### config.mk
export PLATFORM = sky130hd
export DESIGN_NAME = uart_rx
export DESIGN_NICKNAME = d
export VERILOG_FILES = /design/src/rtl/uart_pkg.sv /design/src/rtl/sync_2ff.sv /design/src/rtl/uart_rx.sv
export SDC_FILE = /design/constraint.sdc
export NUM_CORES = 1
export LEC_CHECK = 0
export BUFFER_PORTS_ARGS = -buffer_cell sky130_fd_sc_hd__buf_2
export CAP_MARGIN = 20
export CORE_ASPECT_RATIO = 1.75
export CORE_MARGIN = 5
export CORE_UTILIZATION = 34
export DETAILED_ROUTE_END_ITERATION = 10
export PLACE_DENSITY = 0.47
export SETUP_SLACK_MARGIN = 0.3
export SYNTH_ARGS = -nofsm -noshare
export SYNTH_HDL_FRONTEND = slang
export SYNTH_HIERARCHICAL = 1
export SYNTH_SLANG_ARGS = --single-unit
### constraint.sdc
create_clock -name clk -period 3 [get_ports clk]
set_clock_uncertainty 0.05 [all_clocks]
set_input_delay 0.3 -clock clk [delete_from_list [all_inputs] [get_ports clk]]
set_output_delay 0.3 -clock clk [all_outputs]
set_load 0.01 [all_outputs]
### src/rtl/uart_pkg.sv
// Shared UART definitions so uart_tx and uart_rx agree on the frame format.
package uart_pkg;

   localparam int unsigned DEF_CLOCKS_PER_PULSE = 4;
   localparam int unsigned DEF_BITS_PER_WORD    = 8;
   localparam int unsigned DEF_END_BITS         = 4;

   typedef enum logic [1:0] {
      IDLE  = 2'd0,
      START = 2'd1,
      DATA  = 2'd2,
      END   = 2'd3
   } rx_state_t;

   // Total bits on the line for one frame: start + data + end bits.
   function automatic int unsigned packet_size(input int unsigned bits_per_word,
                                               input int unsigned end_bits);
      return bits_per_word + end_bits + 1;
   endfunction

endpackage

### src/rtl/sync_2ff.sv
// Two-flop synchronizer for asynchronous single-bit inputs.
module sync_2ff #(
   parameter logic RESET_VAL = 1'b1
) (
   input  logic clk,
   input  logic rst,
   input  logic d,
   output logic q
);

   logic meta;

   // Two back-to-back flops; both settle to RESET_VAL in reset.
   always_ff @(posedge clk or posedge rst) begin
      if (rst) begin
         meta <= RESET_VAL;
         q    <= RESET_VAL;
      end else begin
         meta <= d;
         q    <= meta;
      end
   end

endmodule

### src/rtl/uart_rx.sv
// UART receiver: assembles NUM_WORDS frames into one word on a valid/ready stream.
module uart_rx
   import uart_pkg::*;
#(
   parameter int unsigned CLOCKS_PER_PULSE = DEF_CLOCKS_PER_PULSE,
   parameter int unsigned BITS_PER_WORD    = DEF_BITS_PER_WORD,
   parameter int unsigned W_OUT            = 16,
   parameter int unsigned END_BITS         = DEF_END_BITS
) (
   input  logic             clk,
   input  logic             rst,
   input  logic             rx,
   output logic [W_OUT-1:0] m_data,
   output logic             m_valid,
   input  logic             m_ready,
   output logic             frame_err,
   output logic             overrun
);

   localparam int unsigned NUM_WORDS = W_OUT / BITS_PER_WORD;
   localparam int unsigned CLK_W     = $clog2(CLOCKS_PER_PULSE);
   localparam int unsigned MAX_BITS  = (BITS_PER_WORD > END_BITS) ? BITS_PER_WORD : END_BITS;
   localparam int unsigned BIT_W     = (MAX_BITS > 1) ? $clog2(MAX_BITS) : 1;
   localparam int unsigned IDX_W     = (NUM_WORDS > 1) ? $clog2(NUM_WORDS) : 1;
   localparam int unsigned MID       = CLOCKS_PER_PULSE / 2 - 1;

   if (((W_OUT % BITS_PER_WORD) != 0) || (CLOCKS_PER_PULSE < 4)) begin : g_param_check
      $error("uart_rx: W_OUT must be a multiple of BITS_PER_WORD and CLOCKS_PER_PULSE >= 4");
   end

   rx_state_t                state;
   logic                     rx_s;
   logic [CLK_W-1:0]         c_clk;
   logic [BIT_W-1:0]         c_bit;
   logic [BITS_PER_WORD-1:0] shift;
   logic                     bad;
   logic [IDX_W-1:0]         idx;
   logic [W_OUT-1:0]         asm_buf;
   logic                     xfer_done;

   sync_2ff #(.RESET_VAL(1'b1)) u_sync (
      .clk (clk),
      .rst (rst),
      .d   (rx),
      .q   (rx_s)
   );

   // Frame FSM: start detection, mid-bit sampling, end-bit check and word assembly.
   always_ff @(posedge clk or posedge rst) begin
      if (rst) begin
         state     <= IDLE;
         c_clk     <= '0;
         c_bit     <= '0;
         shift     <= '0;
         bad       <= 1'b0;
         idx       <= '0;
         asm_buf   <= '0;
         xfer_done <= 1'b0;
         frame_err <= 1'b0;
      end else begin
         xfer_done <= 1'b0;
         frame_err <= 1'b0;
         case (state)
            IDLE: begin
               if (!rx_s) begin
                  state <= START;
                  c_clk <= '0;
               end
            end
            START: begin
               if (c_clk == CLK_W'(MID)) begin
                  c_clk <= '0;
                  c_bit <= '0;
                  // A high line at the start-bit midpoint was only a glitch.
                  state <= rx_s ? IDLE : DATA;
               end else begin
                  c_clk <= c_clk + 1'b1;
               end
            end
            DATA: begin
               if (c_clk == CLK_W'(CLOCKS_PER_PULSE - 1)) begin
                  c_clk <= '0;
                  shift <= {rx_s, shift[BITS_PER_WORD-1:1]};
                  if (c_bit == BIT_W'(BITS_PER_WORD - 1)) begin
                     c_bit <= '0;
                     bad   <= 1'b0;
                     state <= END;
                  end else begin
                     c_bit <= c_bit + 1'b1;
                  end
               end else begin
                  c_clk <= c_clk + 1'b1;
               end
            end
            END: begin
               if (c_clk == CLK_W'(CLOCKS_PER_PULSE - 1)) begin
                  c_clk <= '0;
                  if (c_bit == BIT_W'(END_BITS - 1)) begin
                     c_bit <= '0;
                     bad   <= 1'b0;
                     state <= IDLE;
                     if (bad || !rx_s) begin
                        frame_err <= 1'b1;
                        idx       <= '0;
                     end else begin
                        for (int unsigned w = 0; w < NUM_WORDS; w++) begin
                           if (idx == IDX_W'(w)) begin
                              asm_buf[w*BITS_PER_WORD +: BITS_PER_WORD] <= shift;
                           end
                        end
                        if (idx == IDX_W'(NUM_WORDS - 1)) begin
                           idx       <= '0;
                           xfer_done <= 1'b1;
                        end else begin
                           idx <= idx + 1'b1;
                        end
                     end
                  end else begin
                     c_bit <= c_bit + 1'b1;
                     if (!rx_s) begin
                        bad <= 1'b1;
                     end
                  end
               end else begin
                  c_clk <= c_clk + 1'b1;
               end
            end
            default: state <= IDLE;
         endcase
      end
   end

   // Output stream register: load on completion unless the previous word is still stalled.
   always_ff @(posedge clk or posedge rst) begin
      if (rst) begin
         m_data  <= '0;
         m_valid <= 1'b0;
         overrun <= 1'b0;
      end else begin
         overrun <= 1'b0;
         if (xfer_done) begin
            if (!m_valid || m_ready) begin
               m_data  <= asm_buf;
               m_valid <= 1'b1;
            end else begin
               overrun <= 1'b1;
            end
         end else if (m_valid && m_ready) begin
            m_valid <= 1'b0;
         end
      end
   end

endmodule

Word level (Yosys, flattened, before mapping)
Cells that the tools add are included.
- add/subtract/negate cells: 3
- equality and inequality tests: 15
- multiplexer cells: 40
- bitwise gates (word level): 2
- reduce and logical (&&, ||, !) cells: 19
- operators by type and width (kind ; number):
    2-to-1 mux 1 bit ; 21
    2-to-1 mux 2 bit ; 10
    2-to-1 mux 3 bit ; 5
    AND reduction 5 bit ; 3
    inequality test 2 bit, second input constant ; 6
    case mux 3 bit (3 select lines) ; 1
    case mux 2 bit (4 select lines) ; 1
    == test 2 bit, second input constant ; 3
    case mux 2 bit (3 select lines) ; 1
    AND reduction 2 bit ; 3
    AND reduction 6 bit ; 1
    == test 2 x 1 -> 1 bit, second input constant ; 2
    AND reduction 4 bit ; 1
    nonzero test 2 bit ; 2
    adder 3 x 1 -> 3 bit, second input constant ; 1
    == test 3 x 2 -> 1 bit, second input constant ; 1
    == test 3 bit, second input constant ; 1
    inequality test 3 bit, second input constant ; 1
    AND reduction 3 bit ; 1
    nonzero test 3 bit ; 1
    adder 2 x 1 -> 2 bit, second input constant ; 1
    zero test 1 bit ; 2
    zero test 2 bit ; 1
    logical OR 1 bit ; 2
    other kinds (6) ; 7
- flip-flop bits (word level): 55
- bits of input ports: 4
- output and inout bits: 19
- word-level logic and storage cells: 94

Logic depth before layout (Yosys ltp)
- word-level depth: 6
- gate-level depth with buffers: 6
- mapped depth without buffers: 6

Modules after synthesis
Netlist, hierarchy kept.
- modules (own cells, without submodules) (module ; instances ; cells each ; area each (um2) ; seq. area each (um2)):
    uart_rx ; 1 ; 155 ; 2210.9 ; 1326.3
    sync_2ff ; 1 ; 3 ; 56.3 ; 52.6

Worst setup path before layout
Ideal clock, no wire load.
- path type: reg2reg
- from: register c_clk[0]
- to: register asm_buf[0]
- library setup time: 0.125 ns
- data arrival time: 1.634 ns
- required time: 2.825 ns
- setup slack: 1.191 ns
- cell stages (with the launch flop): 6
- buffers on the path: 1
- period minus slack after synthesis: 1.809 ns
- cell sequence: dfrtp_1 -> ha_1 -> nand4b_1 -> or4_4 -> buf_6 -> mux2_4
- word-level cells in the longest chain between the ends: 2
- ends and longest elaborated chain (what ; RTL line ; source):
    start: declaration ; uart_rx.sv:33 ; logic [CLK_W-1:0] c_clk;
    start signal: assignment ; uart_rx.sv:77 ; c_clk <= c_clk + 1'b1;
    start signal: assignment ; uart_rx.sv:92 ; c_clk <= c_clk + 1'b1;
    start signal: assignment ; uart_rx.sv:125 ; c_clk <= c_clk + 1'b1;
    == test 2 bit ; uart_rx.sv:96 ; if (c_clk == CLK_W'(CLOCKS_PER_PULSE - 1)) begin
    AND reduction 5 bit (no source line) ; -- ;
    end signal: indexed assignment ; uart_rx.sv:108 ; asm_buf[w*BITS_PER_WORD +: BITS_PER_WORD] <= shift;
    end: declaration ; uart_rx.sv:38 ; logic [W_OUT-1:0] asm_buf;
Every way passes these cells.
A chain may end at the register's enable or synchronous reset.

Worst setup path after layout
- from: register c_clk[0]
- to: register asm_buf[8]
The elaborated chain is that of the path after synthesis.

==> summary.log <==
qor: min_path.min_delay_path_depth 1
qor: clock_tree.cts.clk_slew.worst_paths 0.07 ns
qor: clock_tree.worstSkewPairLatency 0.29 ns
qor: final_layout.multi_input_area 827 µm²
qor: worst_setup_path.worstReg2RegEnd asm_buf[8]$_DFFE_PP0P_
qor: global_route.grt_first_pass_wirelength 6.69 mm
qor: worst_setup_path.cp_max_fo 9
qor: synthesis.post-synth-top-area-fraction 58.5%
qor: placed_design.worst_setup_slack_post_dpl 0.934 ns
qor: worst_setup_path.cpMaxStageDelayCell sky130_fd_sc_hd__nor3_2
qor: worst_setup_path.start_to_end_type_of_the_worst_setup_path reg2reg
qor: worst_setup_path.critPathTopFamily simple AND/OR/NAND/NOR gates
qor: drt.drt.antenna.violating_nets 0
qor: drt.route.detailed.vias_per_inst 4.82
qor: global_route.first_global_vias 1375
qor: timing.postLayoutSetupSlackWorst 0.944 ns
qor: outcome.run_status finished, final reports clean
qor: synthesis.synth-warning-count 6
qor: placed_design.dp.final_hpwl 2.90 mm
qor: worst_setup_path.critical_path_arrival 2.18 ns
qor: global_route.grt_overflow_total 0
qor: synthesis.ys_seq_area_share 60.8%
qor: clock_tree.h-tree-depth 2
qor: clock_tree.post-cts-setup-buffer-count 0
qor: synthesis.post_synthesis_cell_area 2270 µm²
qor: synthesis.synth-edff-count 0
qor: min_path.holdPathEnd u_sync/meta$_DFF_PP1_
qor: final_layout.sequential_cell_area 1380 µm²
qor: synthesis.synth_seq_cells 55
qor: pwr.power.internal 1430 µW
qor: drt.wire_per_inst 14.6 µm
qor: timing.grt_setup_unrepaired no
qor: timing.min_clock_period_post_route 2.06 ns
qor: worst_setup_path.critPathLaunchType flop
qor: floorplanning.initial_utilization 34.7%
qor: final_layout.ant_diodes 0
qor: pwr.power_density 751 nW/µm²
qor: synthesis.synthArstFlopShare 100%
qor: drt.via_count 1286
qor: worst_setup_path.wp_buf_inv 0
qor: timing.max_freq 0.486 GHz
qor: pwr.share_clk_of_total_power 32.5%
qor: worst_setup_path.critPathCaptureType flop
qor: min_path.worstHoldPathType in2reg
qor: pwr.power.share.sequential 49.7%
qor: clock_tree.tritoncts done
qor: synthesis.synth-main-ff-cell sky130_fd_sc_hd__dfrtp_1
qor: floorplanning.die_h 118 µm
qor: clock_tree.clock_tree_root sky130_fd_sc_hd__clkbuf_16
qor: timing.report.final.hold_viol_count 0
qor: timing.period_share 68.5%
qor: final_layout.fillerInstances 649
qor: timing.final.hold.worst_slack 0.0543 ns
qor: synthesis.synth_cells 158
qor: global_route.globalRouteTotalUtil 10.1%
qor: final_layout.layout-area-overhead-vs-synth 16.9%
qor: clock_tree.cts_buffers 5
qor: timing.tns 0 ns
qor: placed_design.numPortBuffers 22
qor: worst_setup_path.timing.critical_path.required 3.13 ns
qor: final_layout.fraction_of_final_layout_cells_with_drive_strength_greater_than_1 42.7%
qor: floorplanning.ios 23
qor: floorplanning.placementRows 39
qor: worst_setup_path.worst-path-stages 4
qor: min_path.hp-start rx
qor: clock_tree.cts_buffer_depth 2
qor: drt.residual_drc_count 0
qor: floorplanning.floorplan.die_area 8470 µm²
qor: synthesis.ys_top_cells_by_count sky130_fd_sc_hd__dfrtp_1, sky130_fd_sc_hd__mux2_2, sky130_fd_sc_hd__inv_1, sky130_fd_sc_hd__mux2_4
qor: placed_design.gp_congestion 0.812
qor: worst_setup_path.ff2ff_path_depth 4
qor: timing.timing.final.setup_violations 0
qor: timing.max_slew_margin 53.1%
qor: synthesis.syn_avg_cell_area 14.3 µm²
qor: drt.drtPass1Iterations 4
qor: synthesis.synthTopCellsByArea sky130_fd_sc_hd__dfrtp_1, sky130_fd_sc_hd__mux2_2, sky130_fd_sc_hd__mux2_4, sky130_fd_sc_hd__ha_1, sky130_fd_sc_hd__dfstp_2
qor: synthesis.mappedNetlistNets 168
qor: drt.postRouteWirelength 3.91 mm
qor: final_layout.nets 194
qor: worst_setup_path.timing.rr.start c_clk[0]$_DFFE_PP0P_
qor: worst_setup_path.series_of_cell_instances_along_the_critical_path ha_1 -> nand4b_1 -> nor3_2 -> mux2_2
qor: floorplanning.die-width 71.7 µm
qor: placed_design.cell_area_after_placement 2470 µm²
qor: worst_setup_path.r2r_slack 0.94 ns
qor: worst_setup_path.slowest_delay 0.62 ns
qor: pwr.leakage 0.00139 µW
qor: timing.worst_pin_slew 0.700 ns
qor: synthesis.synth.lib_cells_used.distinct 35
qor: floorplanning.core 6540 µm²
qor: clock_tree.clk_sinks 55
qor: drt.initialDrtViolationCount 65
qor: pwr.comb_power_share 17.8%
qor: global_route.antenna_found_initial 0
qor: run.max-cap-violations 0
qor: timing.slew_violations 0
qor: global_route.grt_max_degree 38
qor: pwr.power.net_switching 557 µW
qor: pwr.netSwitchingFraction 28.0%
qor: final_layout.final_design_area_no_fill 2650 µm²
qor: synthesis.synth_top_cell_by_area sky130_fd_sc_hd__dfrtp_1
qor: synthesis.yosys.cell_count.top_type sky130_fd_sc_hd__dfrtp_1
qor: pwr.vdd_drop_max 343 µV
## flip-flops by register name, summed over array words and instances (netlist names), named ones only
| register | cells |
|---|---|
| idx | 1 |
| u_sync/q | 1 |
| c_clk | 2 |
| shift | 8 |
| c_bit | 3 |
| state | 1 |
| u_sync/meta | 1 |
| bad | 1 |
| overrun | 1 |
| frame_err | 1 |
| m_valid | 1 |
| asm_buf | 16 |
| m_data | 16 |
| xfer_done | 1 |
## metrics by stage
| step | total power [µW] | util, % | cells |
|---|---|---|---|
| floorplan | 1260 | - | 158 |
| detailed placement | 1370 | 37.8 | 258 |
| CTS | 2030 | 40.5 | 267 |
| global route | 2120 | 40.5 | 267 |
| finish | 1990 | 40.5 | 267 |
| global placement | 1340 | 37.5 | 257 |
## power by group through the flow
| stage | registers [µW] | clock network, µW | logic, µW |
|---|---|---|---|
| after detailed placement | 1010 | 0 | 361 |
| after global routing | 1010 | 703 | 402 |
| after floorplan | 937 | 0 | 322 |
| after CTS | 990 | 678 | 363 |
| after global placement | 998 | 0 | 340 |
| final | 989 | 648 | 355 |
## layer usage
metal	routed length [µm]	part of all wire, %	global-route usage, %
met5	0	0	0
met4	104	2.7	5.18
met3	130	3.3	2.82
met2	2180	56	17.7
met1	1490	38	10.8
## worst max-delay path by stage
| stage | from | endpoint | slack (ns) |
|---|---|---|---|
| final | c_clk[0]$_DFFE_PP0P_ | asm_buf[8]$_DFFE_PP0P_ | 0.94 |
| after global routing | c_clk[0]$_DFFE_PP0P_ | asm_buf[8]$_DFFE_PP0P_ | 0.78 |
| after CTS | c_clk[0]$_DFFE_PP0P_ | asm_buf[8]$_DFFE_PP0P_ | 0.93 |
| after detailed placement | c_clk[0]$_DFFE_PP0P_ | asm_buf[8]$_DFFE_PP0P_ | 0.93 |
| after global placement | c_clk[0]$_DFFE_PP0P_ | asm_buf[15]$_DFFE_PP0P_ | 1.02 |
| after floorplan | c_clk[0]$_DFFE_PP0P_ | asm_buf[0]$_DFFE_PP0P_ | 1.19 |
## cell usage in the layout, fill, tap and decap left out, types with 2 or more instances in the layout
cell,netlist,layout
sky130_fd_sc_hd__ha_1,6,6
sky130_fd_sc_hd__a21oi_1,4,4
sky130_fd_sc_hd__a221oi_1,2,2
sky130_fd_sc_hd__dfrtp_1,53,53
sky130_fd_sc_hd__nand2b_1,2,2
sky130_fd_sc_hd__clkbuf_16,0,5
sky130_fd_sc_hd__buf_2,1,22
sky130_fd_sc_hd__nand2_1,7,7
sky130_fd_sc_hd__mux2_4,8,8
sky130_fd_sc_hd__nor2_1,7,7
sky130_fd_sc_hd__dfstp_2,2,2
sky130_fd_sc_hd__inv_1,9,8
sky130_fd_sc_hd__mux2_2,32,32
## cells by family after synthesis
kind of cell / synth area share (%)
AOI/OAI and AO/OA: 5.91
muxes: 21.2
DFF: 60.8
buffers and inverters: 2.70
adders and majority gates: 3.31
xor gates and xnor gates: 0.386
and+or+nand+nor: 5.69
## repair_timing
action,CTS,global route
endpoints found under the hold margin,18,0
endpoints found under the setup margin,0,0
hold buffers,1,0
resized for setup,0,0
## area by class of cell
class	instances	area share, %
flip-flops and latches	55	52.0
multi-input cells	89	31.2
repair buffers	24	5.29
clock inverters	3	1.65
clock buffers	5	4.72
inverters	9	1.27
well taps	82	3.87
No activity file was read; power rests on OpenSTA's default activity.
